### src/rtl/mem_arb_pkg.sv
// Shared definitions for the memory port arbiter: FSM state encoding and port indices.
package mem_arb_pkg;

   typedef enum logic [1:0] {
      IDLE = 2'd0,
      OWN0 = 2'd1,
      OWN1 = 2'd2
   } arb_state_e;

   localparam logic PORT_HOST = 1'b0;
   localparam logic PORT_ENG  = 1'b1;

endpackage

### src/rtl/arb_tiebreak.sv
// Combinational winner select for the idle arbitration cycle.
// ARB_RR_EN defined: ties go to the port not last served; otherwise ties go to the engine.
module arb_tiebreak
   import mem_arb_pkg::*;
(
   input  logic req0,
   input  logic req1,
   input  logic last_served,
   output logic winner
);

`ifdef ARB_RR_EN
   always_comb begin
      winner = PORT_HOST;
      if (req0 & req1) begin
         winner = ~last_served;
      end else if (req1) begin
         winner = PORT_ENG;
      end
   end
`else
   // Fixed engine priority leaves the history input without a consumer.
   logic unused_last_served;
   assign unused_last_served = last_served;

   always_comb begin
      winner = PORT_HOST;
      if (req1) begin
         winner = PORT_ENG;
      end
   end
`endif

endmodule

### src/rtl/mem_port_arbiter.sv
// Moore arbiter sharing a single-port synchronous-read memory between the host (port 0)
// and the compute engine (port 1) with bounded bursts.
module mem_port_arbiter
   import mem_arb_pkg::*;
#(
   parameter int unsigned ADDR_W    = 4,
   parameter int unsigned DATA_W    = 16,
   parameter int unsigned MAX_BURST = 4
) (
   input  logic              clk,
   input  logic              rst,
   input  logic              req0,
   input  logic              req1,
   input  logic              we0,
   input  logic              we1,
   input  logic [ADDR_W-1:0] addr0,
   input  logic [ADDR_W-1:0] addr1,
   input  logic [DATA_W-1:0] wdata0,
   input  logic [DATA_W-1:0] wdata1,
   output logic              gnt0,
   output logic              gnt1,
   output logic              rvalid0,
   output logic              rvalid1,
   output logic [DATA_W-1:0] rdata0,
   output logic [DATA_W-1:0] rdata1,
   output logic              mem_en,
   output logic              mem_we,
   output logic [ADDR_W-1:0] mem_addr,
   output logic [DATA_W-1:0] mem_wdata,
   input  logic [DATA_W-1:0] mem_rdata
);

   localparam int unsigned     CNT_W    = $clog2(MAX_BURST + 1);
   localparam logic [CNT_W-1:0] CNT_LAST = CNT_W'(MAX_BURST - 1);

   arb_state_e       state_q, state_d;
   arb_state_e       other_state;
   logic [CNT_W-1:0] beat_cnt_q, beat_cnt_d;
   logic             last_served_q, last_served_d;
   logic             rvalid0_q, rvalid1_q;
   logic             winner;
   logic             own_req, other_req;
   logic             beat0, beat1;

   arb_tiebreak u_tiebreak (
      .req0        (req0),
      .req1        (req1),
      .last_served (last_served_q),
      .winner      (winner)
   );

   assign gnt0  = (state_q == OWN0);
   assign gnt1  = (state_q == OWN1);
   assign beat0 = gnt0 & req0;
   assign beat1 = gnt1 & req1;

   // View of the current owner and its competitor, valid only in the OWN states.
   assign own_req     = gnt1 ? req1 : req0;
   assign other_req   = gnt1 ? req0 : req1;
   assign other_state = gnt1 ? OWN0 : OWN1;

   always_comb begin
      state_d       = state_q;
      beat_cnt_d    = beat_cnt_q;
      last_served_d = last_served_q;
      unique case (state_q)
         IDLE: begin
            if (req0 | req1) begin
               state_d = winner ? OWN1 : OWN0;
            end
         end
         OWN0, OWN1: begin
            if (!own_req) begin
               state_d    = other_req ? other_state : IDLE;
               beat_cnt_d = '0;
            end else begin
               last_served_d = gnt1 ? PORT_ENG : PORT_HOST;
               if (beat_cnt_q == CNT_LAST) begin
                  beat_cnt_d = '0;
                  if (other_req) begin
                     state_d = other_state;
                  end
               end else begin
                  beat_cnt_d = beat_cnt_q + CNT_W'(1);
               end
            end
         end
         default: begin
            state_d    = IDLE;
            beat_cnt_d = '0;
         end
      endcase
   end

   always_ff @(posedge clk or negedge rst) begin
      if (!rst) begin
         state_q       <= IDLE;
         beat_cnt_q    <= '0;
         last_served_q <= PORT_ENG;
         rvalid0_q     <= 1'b0;
         rvalid1_q     <= 1'b0;
      end else begin
         state_q       <= state_d;
         beat_cnt_q    <= beat_cnt_d;
         last_served_q <= last_served_d;
         rvalid0_q     <= beat0 & ~we0;
         rvalid1_q     <= beat1 & ~we1;
      end
   end

   always_comb begin
      mem_en    = beat0 | beat1;
      mem_we    = 1'b0;
      mem_addr  = '0;
      mem_wdata = '0;
      if (beat0) begin
         mem_we    = we0;
         mem_addr  = addr0;
         mem_wdata = wdata0;
      end else if (beat1) begin
         mem_we    = we1;
         mem_addr  = addr1;
         mem_wdata = wdata1;
      end
   end

   assign rvalid0 = rvalid0_q;
   assign rvalid1 = rvalid1_q;
   assign rdata0  = mem_rdata;
   assign rdata1  = mem_rdata;

endmodule

### config.mk
export PLATFORM = sky130hd
export DESIGN_NAME = mem_port_arbiter
export DESIGN_NICKNAME = d
export VERILOG_FILES = /design/src/rtl/mem_arb_pkg.sv /design/src/rtl/arb_tiebreak.sv /design/src/rtl/mem_port_arbiter.sv
export SDC_FILE = /design/constraint.sdc
export NUM_CORES = 1
export LEC_CHECK = 0
export ABC_AREA = 0
export BUFFER_PORTS_ARGS = -buffer_cell sky130_fd_sc_hd__buf_2
export CAP_MARGIN = 20
export CORE_MARGIN = 8
export CORE_UTILIZATION = 28
export DETAILED_ROUTE_END_ITERATION = 10
export PLACE_DENSITY_LB_ADDON = 0.05
export SLEW_MARGIN = 20
export SYNTH_ARGS = -nofsm -noshare
export SYNTH_HDL_FRONTEND = slang
export SYNTH_SLANG_ARGS = --single-unit
### constraint.sdc
create_clock -name clk -period 1.7 [get_ports clk]
set_input_delay 0.085 -clock clk [delete_from_list [all_inputs] [get_ports clk]]
set_output_delay 0.085 -clock clk [all_outputs]
set_load 0.02 [all_outputs]
==> flow_summary.toml, run 1 <==
[cts]
cts_tree = "yes"
h-tree-depth = 1
clk_latency_ns = 0.25
cts.path.max_buffers = 2
clkTransAtPathRegs_ns = 0.06
root_buffer = "clkbuf_4"
cts_buffers = 3
cts.sinks = 7

[setup_path]
r2r_setup_slack_ns = -0.09
r2r-start = "state_q[1]$_DFFE_PN0P_"
cp-start-kind = "flip-flop"
required_ns = 1.84
crit_arrival_ns = 1.93
reg2reg_to = "state_q[0]$_DFFE_PN0P_"
ff2ff_path_depth = 6
crit_fanout = 4
critPathKind = "reg -> reg"
critPathCaptureType = "flip-flop"

[timing]
slew_viol_final = 0
fmaxAchievable_ghz = 0.5585
worst_pin_slew_ns = 0.2427
final_hold_viol_count = 0
layout_worst_path_cycle_share = 1.053
clock_skew_ns = 0.005841
worst_slack_ns = -0.09046
rsz0062_at_grt = "true"
min_period_ns = 1.790
slew_headroom = 0.8382
setup_viol = 23

[logic_synthesis]
synth_area_um2 = 904.6
synth_cells = 106
synthTopCellsByArea = "buf_4, a22o_1, dfrtp_1"
synthFlopType = "dfrtp_1"
ys_seq_area_frac = 0.1936
synth_edf_count = 0
post-synth-top-count-cell = "buf_4"
synth.yosys.warnings = 0
ys_seq_elements = 7
yosysTopAreaCell = "buf_4"
synth_common_cells = "buf_4, a22o_1, nand2_1"
syn_nets = 174
synthArstFlopShare = 1.000
yosysUniqueCellTypes = 23
netlist.area_leader.share = 0.2656
avgSynthCellArea_um2 = 8.534

[cells_and_area]
fin_cells = 210
drive_gt1_frac = 0.6325
fin_nets = 235
n_fill_cell = 318
antenna_cells = 0
final_area_mm2 = 0.001455
area_growth_pct = 60.86

[hold_path]
hold_depth = 3
min_from = "req0"
whs_endpoint = "rvalid0$_DFF_PN0_"
hp-class = "in -> reg"

[floorplanning]
die_width_um = 72.84
std_cell_rows = 20
die_height_um = 72.84
io_pins = 120
core-area_mm2 = 0.003053
die_area_mm2 = 0.005306
start_util = 0.2963

[drt]
drt_wl_total_um = 3273
drt-pass1-iter-count = 4
avgViaCountPerCell = 4.614
wl_per_cell_um = 15.59
drt_iter0_markers = 17
drc = 0
ant_nets = 0
vias = 969

[pwr]
power_density_mw_per_mm2 = 1392
totalPowerFinal_w = 0.002026
p_leak_nw = 0.7727
irDropWorstVdd_mv = 0.4710

[run_status]
status = "finished, violations left"
violations = "setup timing"

[placement]
dpl_cell_area_mm2 = 0.001166
gp_congestion = 0.7586
dp_cells = 197
port_buffers = 71
hpwl_um = 2688

[global_routing]
grt_overflow = 0
grt_pass1_vias = 1050
grt_pass1_wl_um = 5106
antenna_found_initial = 0
track_usage = 0.1215
grt_max_degree = 22

[flow_run]
max_cap_viol_count = 0
==> critical path: stages, from the launching register on <==
cell and delay [ns]:
dfrtp_1 0.40, buf_4 0.15, ha_4 0.16, mux2_4 0.30, and3_4 0.18, nor3_4 0.17, mux2_4 0.32
==> placed cells by master, fill, tap and decap left out <==
master / netlist / layout
inv_2: 0 / 2
nand2_2: 0 / 1
dfrtp_1: 7 / 7
o21a_1: 1 / 1
and2_4: 0 / 1
clkbuf_1: 4 / 1
nand2_1: 9 / 8
ha_4: 0 / 3
clkbuf_4: 0 / 3
a21o_1: 1 / 1
buf_4: 32 / 14
nor2_4: 0 / 1
a21oi_1: 3 / 3
a22o_1: 21 / 21
mux2_4: 1 / 3
nor2_1: 5 / 4
buf_6: 0 / 25
nor3_4: 1 / 1
nand3_1: 1 / 1
nand2b_1: 2 / 2
nand3b_1: 1 / 1
o21ai_0: 2 / 2
buf_2: 0 / 50
and3_4: 1 / 1
nand4_1: 1 / 1
nor3_1: 1 / 1
ha_1: 6 / 3
nor3b_1: 1 / 1
dlygate4sd3_1: 0 / 3
==> what timing repair did <==
item	CTS	global route
cloned	2	0
pin swaps	3	3
endpoints found under the setup margin	23	23
resized for setup	56	3
hold buffers	3	0
hold endpoints to repair	9	0
buffers inserted	3	1
==> worst max-delay path by stage <==
stage / depth (start not counted) / to / slack [ns] / startpoint
after floorplan: 6 / mem_addr[0] / -0.09 / state_q[1]$_DFFE_PN0P_
after global placement: 7 / state_q[1]$_DFFE_PN0P_ / -0.04 / state_q[1]$_DFFE_PN0P_
after detailed placement: 6 / state_q[1]$_DFFE_PN0P_ / -0.04 / state_q[0]$_DFFE_PN0P_
after CTS: 8 / mem_addr[0] / -0.1 / state_q[1]$_DFFE_PN0P_
after global routing: 8 / mem_wdata[12] / -0.17 / state_q[1]$_DFFE_PN0P_
final: 6 / state_q[0]$_DFFE_PN0P_ / -0.09 / state_q[1]$_DFFE_PN0P_
==> state kept, by name, indices dropped and copies added, names as in the netlist <==
name	count
state_q	2
rvalid1	1
beat_cnt_q	3
rvalid0	1
==> kinds of logic (layout without fill, tap and decap cells) <==
logic type,Yosys count,after routing,synth area share
DFF,7,7,0.1936
muxes,3,3,0.04149
adders and majority gates,6,6,0.08299
buffers and inverters,38,98,0.2905
AOI/OAI and AO/OA,28,28,0.2476
and+or+nand+nor,24,24,0.1439
==> power by group <==
part	switching, W	internal [W]
logic	0.000764	0.000865
clock network	0.0000665	0.0000899
registers	0.0000289	0.000211
total	0.000860	0.00117
==> layer usage <==
metal  GRT usage  vias to the layer above  share of wire
met5           0                        -              0
met4     0.04444                        0          0.025
met3     0.05357                       22          0.093
met2      0.2266                       42           0.57
met1      0.1131                      439           0.31
li1            -                      466              -
==> stage by stage <==
stage / hold slack [ns] / utilization / worst slack [ns] / TNS [ns]
6_report: 0.1295 / 0.4766 / -0.09046 / -1.281
5_1_grt: 0.1249 / 0.4766 / -0.1725 / -3.290
4_1_cts: 0.1274 / 0.4705 / -0.09730 / -1.510
3_5_place_dp: -0.06368 / 0.3820 / -0.03745 / -0.08331
3_3_place_gp: -0.06819 / 0.3820 / -0.03784 / -0.06452
2_1_floorplan: -0.2106 / - / -0.08956 / -1.893
==> area by class of cell <==
type	count	area [um^2]	share of cell area
Clock buffer	4	26.28	0.01806
Inverter	2	7.507	0.005159
Multi-Input combinational cell	61	524.3	0.3603
Sequential cell	7	175.2	0.1204
Tap cell	44	55.05	0.03783
Timing Repair Buffer	92	666.9	0.4583
Power figures use the tool's default switching activity.
==> inputs of run 2 (changes only) <==
--- a/config.mk
+++ b/config.mk
@@ -11,7 +11,7 @@
 export CORE_MARGIN = 8
 export CORE_UTILIZATION = 28
 export DETAILED_ROUTE_END_ITERATION = 10
-export PLACE_DENSITY_LB_ADDON = 0.05
+export PLACE_DENSITY_LB_ADDON = 0.2
 export SLEW_MARGIN = 20
 export SYNTH_ARGS = -nofsm -noshare
 export SYNTH_HDL_FRONTEND = slang
==> run 2 against run 1 <==
  * The flow still finishes with violations (setup timing)
  * First-iteration DRC count is the same
  * Die area did not move
  * Setup slack improved by 0.018 ns
  * Sequential share of layout area is 0.12 points higher
  * Largest cell class unchanged
  * Via count is 1.7% lower
  * Design area fell by 0.95%
  * Maximum frequency increased by 0.99%
  * Global-route usage down 1.0 points
==> flow_summary.toml, run 2 (synthesis results as in run 1) <==
[timing]
layout_worst_path_cycle_share = 1.043
rsz0062_at_grt = "true"
fmaxAchievable_ghz = 0.5641
hold_ws_ns = 0.1395
min_period_ns = 1.773
fin_tns_setup_ns = -0.8823
clock_skew_ns = 0.005457
worst_pin_slew_ns = 0.3192
final_hold_viol_count = 0
worst_slack_ns = -0.07289
slew_viol_final = 0
setup_viol = 23
slew_headroom = 0.7856

[setup_path]
crit_arrival_ns = 1.69
required_ns = 1.62
cp-start-kind = "flip-flop"
ff2ff_path_depth = 6
crit_fanout = 5
critPathCaptureType = "output port"
critPathKind = "reg -> out"

[global_routing]
antenna_found_initial = 0
grt_pass1_wl_um = 4871
grt_overflow = 0
grt_max_degree = 22
track_usage = 0.1113
grt_pass1_vias = 1024

[drt]
drc = 0
ant_nets = 0
wl_met2_um = 1538
top_layer_used = "met4"
drt_iter0_markers = 17
drt_wl_total_um = 3023
met3WireLength_um = 252
vias = 953
avgViaCountPerCell = 4.604
wl_per_cell_um = 14.60
drt-pass1-iter-count = 4
wl_met1_um = 1158

[placement]
hpwl_um = 2405
dp_cells = 194
gp_congestion = 0.8906
port_buffers = 71

[floorplanning]
io_pins = 120
die_height_um = 72.84
start_util = 0.2963
std_cell_rows = 20
core-area_mm2 = 0.003053
die_area_mm2 = 0.005306
die_width_um = 72.84

[cells_and_area]
fin_cells = 207
layout_common_cells = "buf_2, buf_6, a22o_1"
drive_gt1_frac = 0.6319
antenna_cells = 0
largest_reg_flops = 3
area_growth_pct = 59.34
final_common_cell = "buf_2"
n_fill_cell = 315
fin_nets = 232
largest_register = "beat_cnt_q"
reg.largest.list = "beat_cnt_q: 3 flops, state_q: 2 flops"

[pwr]
irDropWorstVdd_mv = 0.4482
totalPowerFinal_w = 0.001993
power_density_mw_per_mm2 = 1382
p_leak_nw = 0.7630

[run_status]
status = "finished, violations left"
violations = "setup timing"

[cts]
root_buffer = "clkbuf_4"
cts_buffers = 3
cts_tree = "yes"
cts.path.max_buffers = 2
h-tree-depth = 1
cts.sinks = 7
clkTransAtPathRegs_ns = 0.06
clk_latency_ns = 0.25

[hold_path]
hp-class = "in -> reg"
hold_depth = 3

[flow_run]
max_cap_viol_count = 0
[run 2: final timing paths]
check                                          start                         to  slack [ns]
max                           state_q[0]$_DFFE_PN0P_              mem_wdata[11]       -0.07
min                                             req0          rvalid0$_DFF_PN0_        0.14
max reg2reg                   state_q[1]$_DFFE_PN0P_     state_q[0]$_DFFE_PN0P_       -0.04
min reg2reg                beat_cnt_q[2]$_DFFE_PN0P_  beat_cnt_q[2]$_DFFE_PN0P_        0.49
max in group asynchronous                        rst  beat_cnt_q[0]$_DFFE_PN0P_        1.36
min in group asynchronous                        rst  beat_cnt_q[2]$_DFFE_PN0P_        0.18
[run 2: through the flow]
stage,cell area (um^2),utilization,setup slack [ns]
after CTS,1434,0.4697,-0.09762
after floorplan,920.9,-,-0.08956
after detailed placement,1144,0.3746,-0.05136
after global placement,1144,0.3746,-0.02723
after global routing,1441,0.4721,-0.1804
final,1441,0.4721,-0.07289
[run 2: worst max-delay path, cell delays in order (launching register included)]
cell,delay (ns)
dfrtp_1,0.40
buf_6,0.13
ha_4,0.15
and2_4,0.16
nor2_4,0.15
buf_6,0.14
a22o_1,0.16
buf_6,0.13
[run 2: what timing repair did]
action / 4_1_cts / 5_1_grt
setup endpoints to repair: 23 / 23
hold endpoints to repair: 9 / 0
gates resized for setup: 58 / 3
pin swaps: 7 / 7
hold buffers: 3 / 0
cloned: 2 / 0
setup buffers: 4 / 1
[run 2: final cells by class]
| type | instances | area [um^2] | share of cell area |
|---|---|---|---|
| Timing Repair Buffer | 89 | 648.1 | 0.4497 |
| Multi-Input combinational cell | 61 | 528.0 | 0.3663 |
| Sequential cell | 7 | 175.2 | 0.1215 |
| Tap cell | 44 | 55.05 | 0.03819 |
| Clock buffer | 3 | 22.52 | 0.01563 |
| Inverter | 2 | 7.507 | 0.005208 |
| Clock inverter | 1 | 5.005 | 0.003472 |
[run 2: power breakdown]
part           internal, W  leakage (nW)  switching (W)  total [W]
Combinational     0.000835         0.652       0.000762    0.00160
Clock            0.0000862        0.0177      0.0000669   0.000153
Sequential        0.000211        0.0938      0.0000314   0.000242
Total              0.00113         0.763       0.000860    0.00199
[run 2: layer usage]
layer  vias up  GRT usage
met5         -          0
met4         0    0.03556
met3        12    0.04945
met2        54     0.1928
met1       426     0.1170
li1        461          -
